===== src/rtl/zbb_pkg.sv =====
// rtl/zbb_pkg.sv - shared constants, op encodings and FSM states for the Zbb count unit
package zbb_pkg;

    localparam int XLEN    = 32;
    localparam int COUNT_W = 6;

    localparam logic [1:0] OP_CLZ  = 2'b00;
    localparam logic [1:0] OP_CTZ  = 2'b01;
    localparam logic [1:0] OP_CPOP = 2'b10;
    localparam logic [1:0] OP_RSVD = 2'b11;

    typedef enum logic [1:0] {
        S_IDLE = 2'b00,
        S_ENC  = 2'b01,
        S_POP  = 2'b10,
        S_DONE = 2'b11
    } state_t;

endpackage


===== src/rtl/clz_encoder.sv =====
// rtl/clz_encoder.sv - 32-bit leading-zero count, all-zero input yields 32
module clz_encoder (
    input  logic [31:0] in_i,
    output logic [5:0]  out_o
);

    // Scan upward so the highest set bit makes the final assignment.
    always_comb begin
        out_o = 6'd32;
        for (int i = 0; i < 32; i++) begin
            if (in_i[i]) begin
                out_o = 6'(31 - i);
            end
        end
    end

endmodule


===== src/rtl/popcnt_chunk.sv =====
// rtl/popcnt_chunk.sv - set-bit count of one cpop slice
module popcnt_chunk
    import zbb_pkg::*;
#(
    parameter int W = 8
) (
    input  logic [W-1:0]       data_i,
    output logic [COUNT_W-1:0] count_o
);

    // Plain adder chain; the slice is narrow enough that depth is not a concern.
    always_comb begin
        count_o = '0;
        for (int i = 0; i < W; i++) begin
            count_o = count_o + COUNT_W'(data_i[i]);
        end
    end

endmodule


===== src/rtl/zbb_count_unit.sv =====
// rtl/zbb_count_unit.sv - multi-cycle clz/ctz/cpop functional unit with valid/ready and kill
module zbb_count_unit #(
    parameter int XLEN      = 32,
    parameter int POP_CHUNK = 8
) (
    input  logic            clk,
    input  logic            rst,
    input  logic            valid_i,
    output logic            ready_o,
    input  logic [1:0]      op_i,
    input  logic [XLEN-1:0] operand_i,
    input  logic            kill_i,
    output logic            valid_o,
    input  logic            ready_i,
    output logic [XLEN-1:0] result_o
);
    import zbb_pkg::*;

    localparam int NCHUNK = XLEN / POP_CHUNK;
    localparam int IDX_W  = (NCHUNK > 1) ? $clog2(NCHUNK) : 1;

    state_t              state_q, state_d;
    logic [XLEN-1:0]     opnd_q, opnd_d;
    logic [XLEN-1:0]     result_q, result_d;
    logic [COUNT_W-1:0]  acc_q, acc_d;
    logic [IDX_W-1:0]    idx_q, idx_d;

    logic [XLEN-1:0]     opnd_rev;
    logic [5:0]          enc_out;
    logic [POP_CHUNK-1:0] chunk;
    logic [COUNT_W-1:0]  chunk_cnt;
    logic [COUNT_W-1:0]  pop_sum;

    // ctz reuses the leading-zero encoder by reversing the operand on capture.
    always_comb begin
        opnd_rev = '0;
        for (int i = 0; i < XLEN; i++) begin
            opnd_rev[i] = operand_i[XLEN-1-i];
        end
    end

    clz_encoder u_clz_encoder (
        .in_i  (opnd_q),
        .out_o (enc_out)
    );

    assign chunk = opnd_q[int'(idx_q)*POP_CHUNK +: POP_CHUNK];

    popcnt_chunk #(
        .W (POP_CHUNK)
    ) u_popcnt_chunk (
        .data_i  (chunk),
        .count_o (chunk_cnt)
    );

    assign pop_sum  = acc_q + chunk_cnt;
    assign result_o = result_q;
    assign valid_o  = (state_q == S_DONE);
    assign ready_o  = (state_q == S_IDLE) && !rst;

    // Next-state and datapath update; kill overrides every state.
    always_comb begin
        state_d  = state_q;
        opnd_d   = opnd_q;
        result_d = result_q;
        acc_d    = acc_q;
        idx_d    = idx_q;
        if (kill_i) begin
            state_d = S_IDLE;
            acc_d   = '0;
            idx_d   = '0;
        end else begin
            case (state_q)
                S_IDLE: begin
                    if (valid_i) begin
                        opnd_d = (op_i == OP_CTZ) ? opnd_rev : operand_i;
                        case (op_i)
                            OP_CLZ, OP_CTZ: state_d = S_ENC;
                            OP_CPOP: begin
                                state_d = S_POP;
                                acc_d   = '0;
                                idx_d   = '0;
                            end
                            default: begin
                                state_d  = S_DONE;
                                result_d = '0;
                            end
                        endcase
                    end
                end
                S_ENC: begin
                    result_d = {{(XLEN-6){1'b0}}, enc_out};
                    state_d  = S_DONE;
                end
                S_POP: begin
                    acc_d = pop_sum;
                    if (idx_q == IDX_W'(NCHUNK - 1)) begin
                        result_d = {{(XLEN-COUNT_W){1'b0}}, pop_sum};
                        idx_d    = '0;
                        state_d  = S_DONE;
                    end else begin
                        idx_d = idx_q + IDX_W'(1);
                    end
                end
                S_DONE: begin
                    if (ready_i) begin
                        state_d = S_IDLE;
                    end
                end
                default: state_d = S_IDLE;
            endcase
        end
    end

    // State and datapath registers; reset beats kill.
    always_ff @(posedge clk) begin
        if (rst) begin
            state_q  <= S_IDLE;
            opnd_q   <= '0;
            result_q <= '0;
            acc_q    <= '0;
            idx_q    <= '0;
        end else begin
            state_q  <= state_d;
            opnd_q   <= opnd_d;
            result_q <= result_d;
            acc_q    <= acc_d;
            idx_q    <= idx_d;
        end
    end

endmodule


===== config.mk =====
export PLATFORM = sky130hd
export DESIGN_NAME = zbb_count_unit
export DESIGN_NICKNAME = d
export VERILOG_FILES = /design/src/rtl/zbb_pkg.sv /design/src/rtl/clz_encoder.sv /design/src/rtl/popcnt_chunk.sv /design/src/rtl/zbb_count_unit.sv
export SDC_FILE = /design/constraint.sdc
export NUM_CORES = 1
export LEC_CHECK = 0
export ABC_AREA = 1
export CAP_MARGIN = 20
export CORE_MARGIN = 10
export CORE_UTILIZATION = 40
export CTS_CLUSTER_SIZE = 28
export DETAILED_ROUTE_END_ITERATION = 12
export GPL_TIMING_DRIVEN = 0
export PLACE_DENSITY = 0.66
export SLEW_MARGIN = 40
export SYNTH_ARGS = -nofsm -noshare
export SYNTH_HDL_FRONTEND = slang
export SYNTH_SLANG_ARGS = --single-unit

===== constraint.sdc =====
create_clock -name clk -period 5.5 [get_ports clk]
set_input_delay 1.65 -clock clk [delete_from_list [all_inputs] [get_ports clk]]
set_output_delay 1.65 -clock clk [all_outputs]
set_load 0.005 [all_outputs]

# --- Word level (Yosys, flattened, before mapping) ---
# Cells that the tools add are included.
totals:
  in_bits: 39
  out_inout_bits: 34
  regBits: 74
op_classes:
  eq_ne: 11
  n_addsub: 9
  mux: 49
  n_reduce_logical: 13
  shift: 1
  bitwise: 1
op_table:
  columns: ["operator", "n"]
  rows:
  - ["two-way mux 6 bit", 34]
  - ["two-way mux 32 bit", 4]
  - ["one-hot mux 32 bit (3 select lines)", 1]
  - ["adder 6 x 1 -> 6 bit", 6]
  - ["indexed part select 32 x 6 -> 8 bit", 1]
  - ["two-way mux 2 bit", 6]
  - ["one-hot mux 6 bit (2 select lines)", 1]
  - ["AND reduction 3 bit", 3]
  - ["equality test 2 bit (second input constant)", 4]
  - ["one-hot mux 2 bit (2 select lines)", 2]
  - ["one-hot mux 2 bit (4 select lines)", 1]
  - ["adder 6 bit", 1]
  - ["!= test 2 bit (second input constant)", 3]
  - ["AND reduction 5 bit", 1]
  - ["equality test 2 x 1 -> 1 bit (second input constant)", 2]
  - ["zero test 2 bit", 2]
  - ["!= test 2 x 1 -> 1 bit (second input constant)", 2]
  - ["OR reduction 2 bit", 2]
  - ["nonzero test 3 bit", 1]
  - ["OR reduction 3 bit", 1]
  - ["adder 1 x 1 -> 2 bit", 1]
  - ["adder 2 x 1 -> 2 bit (second input constant)", 1]
  - ["nonzero test 2 bit", 1]
  - ["logical AND 1 bit", 1]
  - ["2 further kinds", 2]

# --- Logic depth before layout (Yosys ltp) ---
# Gate-level depths: netlist (run 1).
depth:
  depth_word: 33
  depth_mapped: 35
  depth_no_buf: 35

# --- Cells and area by module ---
# Synthesis (run 1) repeated with hierarchy kept, for this count alone.
hier_totals:
  hier_cells: 535
  area_unflattened_um2: 3415.8
by_module_without_submodules:
  columns: ["module", "cells_per_inst", "area_each_um2", "n_inst"]
  rows:
  - ["zbb_count_unit", 396, 2757.6, 1]
  - ["clz_encoder", 110, 449.2, 1]
  - ["popcnt_chunk", 29, 209.0, 1]

# --- Worst setup path before layout (run 1) ---
# OpenSTA, ideal clock, no wires.
synth_timing:
  path_type: "register -> register"
  startpoint: "register idx_q[0]"
  endpoint: "register result_q[5], in the netlist result_o[5]"
  synth_period_minus_slack_ns: 4.251
  path_slack_ns: 1.249
  path_buffers: 2
  arrival_ns: 4.180
  path_stages_with_launch: 25
  path_cell_list: "dfxtp_1 inv_2 clkbuf_1 buf_1 a21oi_1 a21oi_1 ha_1 inv_1 fa_1 inv_1 fa_1 fa_1 ha_1 a21oi_1 inv_1 a31oi_1 nor2_1 nor2_1 inv_1 a21oi_1 xor2_1 or2_1 nand2_1 nand2_1 a21oi_1"
synth_via:
  elab_chain_len: 11
synth_rtl:
  columns: ["element", "line_no", "rtl"]
  rows:
  - ["start, declared", "zbb_count_unit.sv:26", "logic [IDX_W-1:0] idx_q, idx_d;"]
  - ["start signal, assigned", "zbb_count_unit.sv:128", "idx_q <= idx_d;"]
  - ["indexed part select 32 x 6 -> 8 bit", "zbb_count_unit.sv:47", "assign chunk = opnd_q[int'(idx_q)*POP_CHUNK +: POP_CHUNK];"]
  - ["adder 1 x 1 -> 2 bit", "popcnt_chunk.sv:15", "count_o = count_o + COUNT_W'(data_i[i]);"]
  - ["adder 6 x 1 -> 6 bit (6 in a row)", "popcnt_chunk.sv:15", null]
  - ["adder 6 bit", "zbb_count_unit.sv:56", "assign pop_sum = acc_q + chunk_cnt;"]
  - ["two-way mux 32 bit", "zbb_count_unit.sv:97", "if (idx_q == IDX_W'(NCHUNK - 1)) begin"]
  - ["one-hot mux 32 bit (3 select lines)", "zbb_count_unit.sv:73", "case (state_q)"]
  - ["end signal, assigned", "zbb_count_unit.sv:126", "result_q <= result_d;"]
  - ["end, declared", "zbb_count_unit.sv:24", "logic [XLEN-1:0] result_q, result_d;"]
# Several ways; a longest one is shown, not always the timed one. The select of a mux whose other input is x is not followed.
# A chain may end at the register's enable or synchronous reset.

# --- Final worst setup path (run 1) ---
layout_timing:
  startpoint: "register idx_q[0]"
  endpoint: "register result_q[4], in the netlist result_o[4]"
# Same word-level chain as after synthesis.

==> impl_metrics.tcl, run 1 <==
set metrics [dict create \
    status "finished clean" \
    cp_max_fo 10 \
    row_count 33 \
    via_per_inst 4.94 \
    io_buffers 45 \
    worst_pin_slew_ns 0.803 \
    cts-resized-gates 0 \
    rsz0062_at_grt "no" \
    place_hpwl_um 7930 \
    io_pins 73 \
    reg2reg_slack_ns 0.56 \
    async_reset_ff_share_pct 0 \
    drtIter0Drc 220 \
    routedWlPerCell_um 14.3 \
    fin_cells 685 \
    antenna_found_initial 0 \
    cts_setup_buffers 0 \
    drtAntennaViolNets 0 \
    max_freq_ghz 0.203 \
    yosys.area.top_type_share_pct 28.9 \
    stdcell_area_mm2 0.00410 \
    yosysWarnings 0 \
    total_leakage_power_nw 1.91 \
    num_vias 3382 \
    syn_avg_cell_area_um2 6.61 \
    ff2ff_path_depth 21 \
    path_class "reg2reg" \
    n_antenna_cell 0 \
    cts_buffers 5 \
    drc 0 \
    initial_core_util_pct 40.9 \
    design.die.area_mm2 0.0124 \
    yosysSeqAreaShare_pct 28.9 \
    syn_to_final_growth_pct 23.2 \
    slowest_delay_ns 0.50 \
    grt_overflow 0 \
    place_congestion 0.944 \
    dp.cells 678 \
    min_path_cells 2 \
    final_cell_mix "nand2_1, dfxtp_1, inv_1, clkdlybuf4s50_1, a21oi_1" \
    hold_viol_final 0 \
    maxSlewHeadroom_pct 46.2 \
    cts_tree "built" \
    ys_ff_latch 48 \
    r2r_start "idx_q[0]" \
    grt_pass1_wl_um 16000 \
    cp_top_family "adder cells" \
    setup_ws_ns 0.564 \
    clock_latency_ns 0.30 \
    fin_nets 641 \
    slew_viol_final 0 \
    cp_common_cell "fa_1" \
    synth_area_leaders "dfxtp_1, nand2_1, ha_1" \
    drive_gt1_share_pct 8.97 \
    fp.dieH_um 111 \
    cp-end-kind "flip-flop" \
    place_ws_ns 0.595 \
    min_period_over_period_pct 89.7 \
    vdd_ir_drop_max_uv 98.4 \
    slowest_stage "fa_1" \
    grt_max_degree 15 \
    placed_area_mm2 0.00401 \
    synth_area_leader_cell "dfxtp_1" \
    routed_wl_um 9770 \
    hp-class "reg2reg" \
    clock_sinks 48 \
    fp.coreArea_mm2 0.00813 \
    whs_ns 0.471 \
    required_ns 5.68 \
    powerDensity_mw_per_mm2 223 \
    clk_path_buf_depth 2 \
    netlist_instances 503 \
    crit_buf_inv 6 \
    layout_commonest_cell "nand2_1" \
    fin_crit_ns 4.94 \
    drtPass1Iterations 5 \
    synthFlopType "dfxtp_1" \
    clock_skew_ns 0.00802 \
    path_clk_slew_ns 0.10 \
    critPathLaunchType "flip-flop" \
    fin_tns_setup_ns 0 \
    arrival_ns 5.12 \
    min_to "result_o[1]" \
    gr-usage-all-layers_pct 15.2 \
    crit_path_cell_trace "inv_2 > clkbuf_1 > buf_1 > a21oi_1 > a21oi_1 > ha_1 > inv_1 > fa_1 > inv_1 > fa_1 > fa_1 > ha_1 > fa_1 > nand2_1 > inv_1 > nor2_1 > o21bai_1 > o21ai_0 > o21ai_0 > nand2_1 > a21oi_1" \
    synth_edf_count 0 \
    synth_area_mm2 0.00332 \
    cap_violations 0 \
    cts.hold.buffers_added 0 \
    first_global_vias 3296 \
    setup_viol_count_final 0 \
    htreeDepth 2 \
    cts-root-buf "clkbuf_8" \
    r2r-end "result_o[4]" \
    ys_types 34 \
    die_w_um 111 \
    min-delay-start "result_o[1]" \
]
layer usage:
layer / wire length, um / global-route usage [%] / vias up
li1: - / - / 1753
met1: 4400 / 18.7 / 1512
met2: 4620 / 26.0 / 109
met3: 642 / 3.57 / 8
met4: 111 / 3.51 / 0
met5: 0 / 0 / -
how the worst max path moves through the flow:
stage,startpoint,to,cells after the start
after floorplan,idx_q[0],result_o[5],24
after global placement,idx_q[0],result_o[4],21
after detailed placement,idx_q[0],result_o[4],21
after CTS,idx_q[0],result_o[4],21
after global routing,idx_q[0],result_o[5],24
final,idx_q[0],result_o[4],21
final cells by class:
cell class / count / area (um2)
plain buffers: 47 / 274
clock buffers: 6 / 82.6
clock inverters: 1 / 8.76
fillers: 835 / 4040
inverters: 62 / 288
multi-input cells: 371 / 1900
flip-flops and latches: 48 / 961
well taps: 105 / 131
repair buffers: 45 / 450
power breakdown:
group | internal [mW] | switching (mW) | total [mW]
Sequential | 0.370 | 0.0246 | 0.394
Clock | 0.101 | 0.129 | 0.230
Combinational | 0.125 | 0.164 | 0.289
Total | 0.596 | 0.317 | 0.913
tightest hold or removal path: cells and delay by family (launching register included):
family | cells | cell delay, ns
and+or+nand+nor | 1 | 0.06
DFF | 1 | 0.32
AOI/OAI and AO/OA | 1 | 0.05
cells in the mapped netlist, drive strengths merged (2+ instances only):
| cell type | number |
|---|---|
| nand2 | 137 |
| o21ai | 60 |
| inv | 56 |
| dfxtp | 48 |
| a21oi | 37 |
| a31oi | 33 |
| nor2 | 31 |
| buf | 27 |
| clkbuf | 20 |
| ha | 18 |
| nor3 | 6 |
| nand3 | 5 |
| bufinv | 4 |
| fa | 4 |
| a211oi | 2 |
| clkinv | 2 |
| o21bai | 2 |
logic make-up (layout without fill, tap and decap cells):
kind of cell | Yosys count | count (layout) | share of synthesized area (%)
xor+xnor | 1 | 1 | 0.264
fa+ha+maj | 22 | 22 | 9.18
compound gates | 140 | 140 | 23.2
flops | 48 | 48 | 28.9
simple gates | 182 | 182 | 21.4
other cells | 1 | 26 | 0.113
buf+inv | 109 | 161 | 16.9
per-stage QoR:
stage,util (%),power [mW]
6_report,50.4,0.913
5_1_grt,50.4,0.973
4_1_cts,50.4,0.913
3_5_place_dp,49.2,0.689
3_3_place_gp,49.2,0.685
2_1_floorplan,-,0.592
state kept, by name (all words and copies together), names as in the netlist:
register and cells:
idx_q 2, acc_q 6, state_q 2, result_o 6, opnd_q 32
Note: power is estimated with default switching activity, not from simulation.
==> run 2: changes to the inputs <==
Settings changed: TNS_END_PERCENT set to 20.
==> results of run 2 <==
Final layout, timing and power as in run 1 (identical DEF).
